### config.mk
export PLATFORM = sky130hd
export DESIGN_NAME = adder_multiword_seq_flat
export DESIGN_NICKNAME = d
export VERILOG_FILES = /design/src/rtl/adder_seq_pkg.sv /design/src/rtl/adder_multiword_seq_if.sv /design/src/rtl/ADDER_FULL.sv /design/src/rtl/adder_multiword_seq.sv /design/src/flat_wrapper.sv
export SDC_FILE = /design/constraint.sdc
export NUM_CORES = 1
export LEC_CHECK = 0
export CORE_MARGIN = 4
export CORE_UTILIZATION = 51
export CTS_CLUSTER_DIAMETER = 80
export CTS_CLUSTER_SIZE = 28
export DETAILED_ROUTE_END_ITERATION = 8
export HOLD_SLACK_MARGIN = 0.15
export PLACE_DENSITY_LB_ADDON = 0.05
export SYNTH_ARGS = -nofsm -noshare
export SYNTH_HDL_FRONTEND = slang
export SYNTH_SLANG_ARGS = --single-unit
### constraint.sdc
create_clock -name CLK -period 4.25 [get_ports CLK]
set_clock_uncertainty 0.15 [all_clocks]
set_input_delay 0.85 -clock CLK [delete_from_list [all_inputs] [get_ports CLK]]
set_output_delay 0.85 -clock CLK [all_outputs]
set_load 0.05 [all_outputs]
### src/rtl/adder_seq_pkg.sv
// Shared types and helpers for the multi-word add/subtract sequencer.
// Holds the FSM state encoding, operation codes and index sizing.
package adder_seq_pkg;

    typedef enum logic [1:0] {
        IDLE = 2'd0,
        RUN  = 2'd1,
        HOLD = 2'd2
    } state_e;

    localparam logic OP_ADD = 1'b0;
    localparam logic OP_SUB = 1'b1;

    // A single-chunk configuration still needs a 1-bit index register.
    function automatic int idx_width(input int words);
        if (words > 1) begin
            return $clog2(words);
        end else begin
            return 1;
        end
    endfunction

endpackage

### src/rtl/adder_multiword_seq_if.sv
// Operand/result handshake bundle between producer, sequencer and consumer.
// The slave modport is the sequencer's view; the master modport is the environment's view.
interface adder_multiword_seq_if #(
    parameter int W = 16
) ();

    logic         IN_VALID;
    logic         IN_READY;
    logic [W-1:0] A;
    logic [W-1:0] B;
    logic         OP;
    logic         OUT_VALID;
    logic         OUT_READY;
    logic [W-1:0] RESULT;
    logic         C_OUT;
    logic         OVERFLOW;
    logic         BUSY;

    modport slave (
        input  IN_VALID, A, B, OP, OUT_READY,
        output IN_READY, OUT_VALID, RESULT, C_OUT, OVERFLOW, BUSY
    );

    modport master (
        output IN_VALID, A, B, OP, OUT_READY,
        input  IN_READY, OUT_VALID, RESULT, C_OUT, OVERFLOW, BUSY
    );

endinterface

### src/rtl/ADDER_FULL.sv
// Nbits-wide ripple-carry adder with carry-in, carry-out and signed overflow.
// Overflow compares the carries into and out of the most significant bit.
module ADDER_FULL #(
    parameter int Nbits = 4
) (
    input  logic [Nbits-1:0] A,
    input  logic [Nbits-1:0] B,
    input  logic             C_IN,
    output logic [Nbits-1:0] SUM,
    output logic             C_OUT,
    output logic             OVERFLOW
);

    logic [Nbits:0] carry_s;

    assign carry_s[0] = C_IN;

    for (genvar i = 0; i < Nbits; i++) begin : g_bit
        assign SUM[i]         = A[i] ^ B[i] ^ carry_s[i];
        assign carry_s[i + 1] = (A[i] & B[i]) | (carry_s[i] & (A[i] ^ B[i]));
    end

    assign C_OUT    = carry_s[Nbits];
    assign OVERFLOW = carry_s[Nbits] ^ carry_s[Nbits - 1];

endmodule

### src/rtl/adder_multiword_seq.sv
// Wide add/subtract built by stepping one Nbits adder across WORDS chunks, LSB first.
// The chunk carry is chained through carry_q; results are held until the consumer takes them.
module adder_multiword_seq
    import adder_seq_pkg::*;
#(
    parameter int Nbits = 4,
    parameter int WORDS = 4
) (
    input  logic                 CLK,
    input  logic                 RST_N,
    adder_multiword_seq_if.slave bus
);

    localparam int W  = Nbits * WORDS;
    localparam int IW = idx_width(WORDS);
    localparam logic [IW-1:0] LAST_IDX = IW'(WORDS - 1);

    state_e          state_q, state_d;
    logic [W-1:0]    a_q, a_d;
    logic [W-1:0]    b_q, b_d;
    logic            carry_q, carry_d;
    logic [IW-1:0]   idx_q, idx_d;
    logic [W-1:0]    result_q, result_d;
    logic            c_out_q, c_out_d;
    logic            ovf_q, ovf_d;
    logic            in_ready_q, in_ready_d;
    logic            out_valid_q, out_valid_d;
    logic            busy_q, busy_d;

    logic [Nbits-1:0] a_chunk_s;
    logic [Nbits-1:0] b_chunk_s;
    logic [Nbits-1:0] sum_chunk_s;
    logic             add_cout_s;
    logic             add_ovf_s;

    // Present the current chunk of the latched operands to the shared adder.
    always_comb begin
        a_chunk_s = a_q[idx_q * Nbits +: Nbits];
        b_chunk_s = b_q[idx_q * Nbits +: Nbits];
    end

    ADDER_FULL #(
        .Nbits (Nbits)
    ) u_adder (
        .A        (a_chunk_s),
        .B        (b_chunk_s),
        .C_IN     (carry_q),
        .SUM      (sum_chunk_s),
        .C_OUT    (add_cout_s),
        .OVERFLOW (add_ovf_s)
    );

    // Next-state and datapath updates for the IDLE/RUN/HOLD sequencer.
    always_comb begin
        state_d  = state_q;
        a_d      = a_q;
        b_d      = b_q;
        carry_d  = carry_q;
        idx_d    = idx_q;
        result_d = result_q;
        c_out_d  = c_out_q;
        ovf_d    = ovf_q;

        case (state_q)
            IDLE: begin
                if (bus.IN_VALID && in_ready_q) begin
                    a_d     = bus.A;
                    // Subtraction is A + ~B + 1: invert B here, the +1 enters as the first carry.
                    b_d     = (bus.OP == OP_SUB) ? ~bus.B : bus.B;
                    carry_d = bus.OP;
                    idx_d   = '0;
                    state_d = RUN;
                end else begin
                    state_d = IDLE;
                end
            end
            RUN: begin
                result_d[idx_q * Nbits +: Nbits] = sum_chunk_s;
                carry_d                          = add_cout_s;
                if (idx_q == LAST_IDX) begin
                    c_out_d = add_cout_s;
                    ovf_d   = add_ovf_s;
                    state_d = HOLD;
                end else begin
                    idx_d   = idx_q + IW'(1);
                    state_d = RUN;
                end
            end
            HOLD: begin
                if (bus.OUT_READY) begin
                    state_d = IDLE;
                end else begin
                    state_d = HOLD;
                end
            end
            default: begin
                state_d = IDLE;
            end
        endcase

        // Handshake flags are decoded from the next state so they stay registered.
        in_ready_d  = (state_d == IDLE);
        out_valid_d = (state_d == HOLD);
        busy_d      = (state_d == RUN) || (state_d == HOLD);
    end

    // State, operand, carry and result registers.
    always_ff @(posedge CLK or negedge RST_N) begin
        if (!RST_N) begin
            state_q     <= IDLE;
            a_q         <= '0;
            b_q         <= '0;
            carry_q     <= 1'b0;
            idx_q       <= '0;
            result_q    <= '0;
            c_out_q     <= 1'b0;
            ovf_q       <= 1'b0;
            in_ready_q  <= 1'b1;
            out_valid_q <= 1'b0;
            busy_q      <= 1'b0;
        end else begin
            state_q     <= state_d;
            a_q         <= a_d;
            b_q         <= b_d;
            carry_q     <= carry_d;
            idx_q       <= idx_d;
            result_q    <= result_d;
            c_out_q     <= c_out_d;
            ovf_q       <= ovf_d;
            in_ready_q  <= in_ready_d;
            out_valid_q <= out_valid_d;
            busy_q      <= busy_d;
        end
    end

    assign bus.IN_READY  = in_ready_q;
    assign bus.OUT_VALID = out_valid_q;
    assign bus.RESULT    = result_q;
    assign bus.C_OUT     = c_out_q;
    assign bus.OVERFLOW  = ovf_q;
    assign bus.BUSY      = busy_q;

endmodule

### src/flat_wrapper.sv
// flat-port wrapper written by rule: the top's interface ports become plain ports
module adder_multiword_seq_flat import adder_seq_pkg::*;
#(
    parameter int Nbits = 4,
    parameter int WORDS = 4
)
  (CLK, RST_N, bus_IN_VALID, bus_A, bus_B, bus_OP, bus_OUT_READY, bus_IN_READY, bus_OUT_VALID, bus_RESULT, bus_C_OUT, bus_OVERFLOW, bus_BUSY);
  adder_multiword_seq_if #(.W(16)) bus_i ();
  input  logic CLK;
  input  logic RST_N;
  input wire logic [$bits(bus_i.IN_VALID)-1:0] bus_IN_VALID;
  input wire logic [$bits(bus_i.A)-1:0] bus_A;
  input wire logic [$bits(bus_i.B)-1:0] bus_B;
  input wire logic [$bits(bus_i.OP)-1:0] bus_OP;
  input wire logic [$bits(bus_i.OUT_READY)-1:0] bus_OUT_READY;
  output wire logic [$bits(bus_i.IN_READY)-1:0] bus_IN_READY;
  output wire logic [$bits(bus_i.OUT_VALID)-1:0] bus_OUT_VALID;
  output wire logic [$bits(bus_i.RESULT)-1:0] bus_RESULT;
  output wire logic [$bits(bus_i.C_OUT)-1:0] bus_C_OUT;
  output wire logic [$bits(bus_i.OVERFLOW)-1:0] bus_OVERFLOW;
  output wire logic [$bits(bus_i.BUSY)-1:0] bus_BUSY;
  assign bus_i.IN_VALID = bus_IN_VALID;
  assign bus_i.A = bus_A;
  assign bus_i.B = bus_B;
  assign bus_i.OP = bus_OP;
  assign bus_i.OUT_READY = bus_OUT_READY;
  assign bus_IN_READY = bus_i.IN_READY;
  assign bus_OUT_VALID = bus_i.OUT_VALID;
  assign bus_RESULT = bus_i.RESULT;
  assign bus_C_OUT = bus_i.C_OUT;
  assign bus_OVERFLOW = bus_i.OVERFLOW;
  assign bus_BUSY = bus_i.BUSY;
  adder_multiword_seq #(.Nbits(Nbits), .WORDS(WORDS)) u_core (.CLK(CLK), .RST_N(RST_N), .bus(bus_i));
endmodule
# Word level (Yosys, flattened, before mapping)
# Index checks and enable logic that the tools add are counted.
[word_totals] wordCells=66 register_bits=58 in_bits=37
[classes] addsub=2 shift=4 muxes=11 eq_ne=7 n_reduce_logical=9 bitwise_logic=22
[ops] operator="negator 4 -> 34 bit" n=1
[ops] operator="variable shift 4 x 34 -> 16 bit, first input constant" n=1
[ops] operator="variable part select 4 x 34 -> 16 bit" n=1
[ops] operator="variable part select 16 x 5 -> 4 bit" n=2
[ops] operator="bitwise mux 16 bit" n=1
[ops] operator="2-to-1 mux 16 bit" n=1
[ops] operator="inverter 16 bit" n=1
[ops] operator="bitwise XOR 1 bit" n=9
[ops] operator="AND 1 bit" n=8
[ops] operator="2-to-1 mux 2 bit" n=4
[ops] operator="equality test 2 bit, second input constant" n=3
[ops] operator="case mux 2 bit (3 select lines)" n=1
[ops] operator="AND reduction 2 bit" n=3
[ops] operator="equality test 2 x 1 -> 1 bit, second input constant" n=2
[ops] operator="logical NOT 2 bit" n=2
[ops] operator="OR 1 bit" n=4
[ops] operator="case mux 2 bit (2 select lines)" n=1
[ops] operator="AND reduction 3 bit" n=1
[ops] operator="adder 2 x 1 -> 2 bit, second input constant" n=1
[ops] operator="2-to-1 mux 1 bit" n=2
[ops] operator="!= test 2 x 1 -> 1 bit, second input constant" n=1
[ops] operator="!= test 2 bit, second input constant" n=1
[ops] operator="case mux 1 bit (2 select lines)" n=1
[ops] operator="nonzero test 2 bit" n=1
[ops] operator="2 further kinds" n=2

# Depth between registers and ports, before layout
[logic_depth] ltp_word=11 depth_mapped=10 mapped_depth_nobuf=9

# Cells and area by module
# A second synthesis with hierarchy kept.
[hier_totals] hier_cells=227 hier_area_um2=3002.9
[modules_own_cells] module="adder_multiword_seq" cells_each=212 area_per_inst_um2=2876.5 seq_area_each_um2=1452.6 n_inst=1
[modules_own_cells] module="ADDER_FULL" cells_each=15 area_per_inst_um2=126.4 seq_area_each_um2=0.0 n_inst=1

# Least setup slack after synthesis
# OpenSTA, ideal clock, no wires.
[synth_path] path_kind="register to register" start="register u_core.idx_q[0]" end="register u_core.carry_q" path_stages_with_launch=10 setup_slack_ns=1.100 synth_period_minus_slack_ns=3.150 t_arrival_ns=2.874 cell_sequence="dfrtp_1 > buf_2 > mux4_2 > fa_1 > inv_1 > fa_1 > fa_1 > inv_1 > fa_1 > a221o_1"
[synth_via] elab_chain_len=11 word_cells_on_any_way=19 classes_between="shift (2); mux (1); bitwise (16)"
[synth_rtl] element="start: declaration" line_no="adder_multiword_seq.sv:22" text="logic [IW-1:0] idx_q, idx_d;"
[synth_rtl] element="start signal: assignment" line_no="adder_multiword_seq.sv:126" text="idx_q <= idx_d;"
[synth_rtl] element="variable part select 16 x 5 -> 4 bit, on equally long branches" line_no="adder_multiword_seq.sv:38, adder_multiword_seq.sv:39"
[synth_rtl] element="bitwise XOR 1 bit" line_no="ADDER_FULL.sv:20" text="assign carry_s[i + 1] = (A[i] & B[i]) | (carry_s[i] & (A[i] ^ B[i]));"
[synth_rtl] element="AND 1 bit" line_no="ADDER_FULL.sv:20"
[synth_rtl] element="OR 1 bit" line_no="ADDER_FULL.sv:20"
[synth_rtl] element="AND 1 bit" line_no="ADDER_FULL.sv:20"
[synth_rtl] element="OR 1 bit" line_no="ADDER_FULL.sv:20"
[synth_rtl] element="AND 1 bit" line_no="ADDER_FULL.sv:20"
[synth_rtl] element="OR 1 bit" line_no="ADDER_FULL.sv:20"
[synth_rtl] element="AND 1 bit" line_no="ADDER_FULL.sv:20"
[synth_rtl] element="OR 1 bit *" line_no="ADDER_FULL.sv:20"
[synth_rtl] element="named net u_core.add_cout_s" line_no="adder_multiword_seq.sv:33" text="logic add_cout_s;"
[synth_rtl] element="case mux 1 bit (2 select lines) *" line_no="adder_multiword_seq.sv:64" text="case (state_q)"
[synth_rtl] element="end signal: assignment" line_no="adder_multiword_seq.sv:125" text="carry_q <= carry_d;"
[synth_rtl] element="end: declaration" line_no="adder_multiword_seq.sv:21" text="logic carry_q, carry_d;"
# Mark *: on every way through the listed nets, which the timed path passes. The rest lies on a longest branch.
# A chain may end at the register's enable or synchronous reset.

# Worst setup path in the final report
# Same ends and word-level chain as after synthesis.

==> flow_metrics.env <==
export IMPL_status="complete, no violations"
export IMPL_synth_area_per_cell_um2=13.0
export IMPL_drt_pass1_iter_count=4
export IMPL_layout_drive_gt1_share_pct=20.1
export IMPL_min_delay_path_depth=2
export IMPL_syn_to_final_growth_pct=27.2
export IMPL_syn_nets=268
export IMPL_crit_fanout=6
export IMPL_hold_path_endpoint="u_core.bus.RESULT[2]"
export IMPL_ys_top_cells_by_area="dfrtp_1 50%, mux2_4 8.5%, mux4_2 6.3%, xnor2_1 4.9%, ha_1 3.5%"
export IMPL_async_reset_ff_share_pct=100
export IMPL_clock_root_buffer="clkbuf_8"
export IMPL_whs_ps=325
export IMPL_cap_violations=0
export IMPL_grt_pass1_vias=1885
export IMPL_ir_drop_uv=364
export IMPL_port_buffers=57
export IMPL_leakagePower_nw=1.55
export IMPL_min_path_type="reg -> reg"
export IMPL_final_util_pct=68.9
export IMPL_final_nets=329
export IMPL_cp_required_ps=4320
export IMPL_htree_levels=3
export IMPL_endpoint_kind="register"
export IMPL_netlist_area_leader_share_pct=50.3
export IMPL_period_share_pct=71.7
export IMPL_vias=1816
export IMPL_post_cts_resize_count=0
export IMPL_ys_ff_latch=58
export IMPL_slew_headroom_pct=38.4
export IMPL_wl_per_cell_um=14.8
export IMPL_clock_path_buffers=2
export IMPL_drc=0
export IMPL_path_delay_family="adder cells"
export IMPL_finalSetupViolations=0
export IMPL_crit_slowest_cell="mux4_2"
export IMPL_grt_overflow_total=0
export IMPL_r2r_end="u_core.carry_q"
export IMPL_drtIter0Drc=68
export IMPL_tns_ps=0
export IMPL_worst_pin_slew_ps=921
export IMPL_critPathBufInv=2
export IMPL_diodes=0
export IMPL_synth_area_um2=2840
export IMPL_power_density_nw_per_um2=870
export IMPL_synth_seq_area_share_pct=51.2
export IMPL_reg2reg_slack_ps=1200
export IMPL_rsz0062_at_grt="no"
export IMPL_r2r_worst_path_cells=8
export IMPL_die_y_um=82.6
export IMPL_arrival_ps=3110
export IMPL_insertion_delay_ps=330
export IMPL_clk_pin_slew_worst_paths_ps=70
export IMPL_crit_type="reg -> reg"
export IMPL_grt_start_max_net_pins=52
export IMPL_synth_cells=219
export IMPL_cp_slowest_stage_delay_ps=570
export IMPL_core_area_um2=5240
export IMPL_start_util_pct=54.2
export IMPL_cts_made_buffers=9
export IMPL_die_w_um=82.6
export IMPL_path_cells="mux4_2, fa_1, inv_1, fa_1, fa_1, inv_1, fa_1, a221o_1"
export IMPL_cts_tree="built"
export IMPL_rows=26
export IMPL_routed_wl_um=5230
export IMPL_cts_sinks=58
export IMPL_drv_slew=0
export IMPL_place_congestion=0.825
export IMPL_fmax_mhz=328
export IMPL_grt_pass1_wl_um=8890
export IMPL_synth_edf_count=0
export IMPL_cpMostUsedCell="fa_1"
export IMPL_yosysWarnings=0
export IMPL_worstReg2RegStart="u_core.idx_q[0]"
export IMPL_post_route_min_period_ps=3050
export IMPL_ant_nets=0
export IMPL_ys_types=36
export IMPL_post_drt_via_cell_ratio=5.13
export IMPL_synth_top_area_cell="dfrtp_1"
export IMPL_cp_start_kind="register"
export IMPL_hold_viol_final=0
export IMPL_synth_main_ff_cell="dfrtp_1"
export IMPL_die_area_um2=6820
export IMPL_hold_buffers=0
export IMPL_min_from="u_core.bus.RESULT[2]"
export IMPL_place_detailed_hpwl_um=3820
export IMPL_cts_setup_buffers=0
export IMPL_pin_count=58
export IMPL_grt_total_usage_pct=17.9
export IMPL_grt_antenna_before_repair=0
-- cells in the mapped netlist, drive strengths merged (2+ instances only) --
| master | count |
|---|---|
| or4 | 2 |
| nand3b | 5 |
| mux2 | 19 |
| buf | 9 |
| nor3b | 2 |
| fa | 4 |
| o31ai | 2 |
| dfrtp | 57 |
| nand4 | 2 |
| ha | 8 |
| nor2 | 18 |
| mux4 | 8 |
| o2bb2ai | 3 |
| xnor2 | 16 |
| a21oi | 16 |
| nand2 | 14 |
| o21ai | 11 |
| inv | 12 |
-- worst max path at each step --
stage | to | slack [ps] | depth (start not counted) | start
finish | u_core.carry_q | 1200 | 8 | u_core.idx_q[0]
global route | u_core.carry_q | 1030 | 8 | u_core.idx_q[0]
CTS | u_core.carry_q | 1190 | 8 | u_core.idx_q[0]
detailed placement | u_core.carry_q | 1200 | 8 | u_core.idx_q[0]
global placement | u_core.carry_q | 1280 | 8 | u_core.idx_q[0]
floorplan | u_core.carry_q | 1100 | 9 | u_core.idx_q[0]
-- logic make-up (layout without fill, tap and decap cells) --
logic type,Yosys count,in the layout,share of synthesized area [%]
compound gates,35,35,7.54
xor+xnor,17,17,5.25
fa+ha+maj,12,12,6.35
buf+inv,22,87,4.19
flops,58,58,51.2
mux,27,27,16.0
simple gates,48,48,9.48
-- where the power goes --
part           internal (W)  switching [W]
combinational      0.000758       0.000943
clock              0.000237       0.000203
sequential         0.000815       0.000183
-- final cells by class --
type	count	area, um^2
clock buffers	12	155
clock inverters	3	15.0
fillers	411	1630
inverters	12	45.0
multi-input cells	139	1270
flip-flops and latches	58	1450
well taps	70	87.6
repair buffers	60	588
-- placed cells by master, fill, tap and decap left out, drive strengths merged, types with 11 or more instances in the layout --
cell	n
dfrtp	57
clkbuf	12
a21oi	16
nor2	18
mux2	19
o21ai	11
clkdlybuf4s50	56
xnor2	16
inv	12
nand2	14
-- stage by stage --
step	cells	total power (W)	worst slack, ps	area [um^2]
floorplan	219	0.00226	1100	2840
global placement	339	0.00270	1280	3440
detailed placement	339	0.00273	1200	3440
CTS	354	0.00318	1190	3610
global route	354	0.00339	1030	3610
finish	354	0.00314	1200	3610
-- flip-flops by register name, summed over array words and instances (netlist names), 2 cells and up --
name	count
u_core.idx_q	2
u_core.b_q	16
u_core.a_q	16
u_core.state_q	2
u_core.bus.RESULT	16
-- per-layer routing --
metal	track usage, %	part of all wire [%]
met1	23.0	46
met5	0	0
met4	6.86	1.2
met2	27.9	47
met3	6.18	6.1
-- worst reg2reg max path, delay by kind of cell, from the launching register on --
kind	cells	cell delay, ps
AO/OA/AOI/OAI	1	330
adder cells (fa/ha/maj)	4	1200
buffers and inverters	2	140
flip-flops	1	540
multiplexers	1	570
Note: power is estimated with default switching activity, not from simulation.
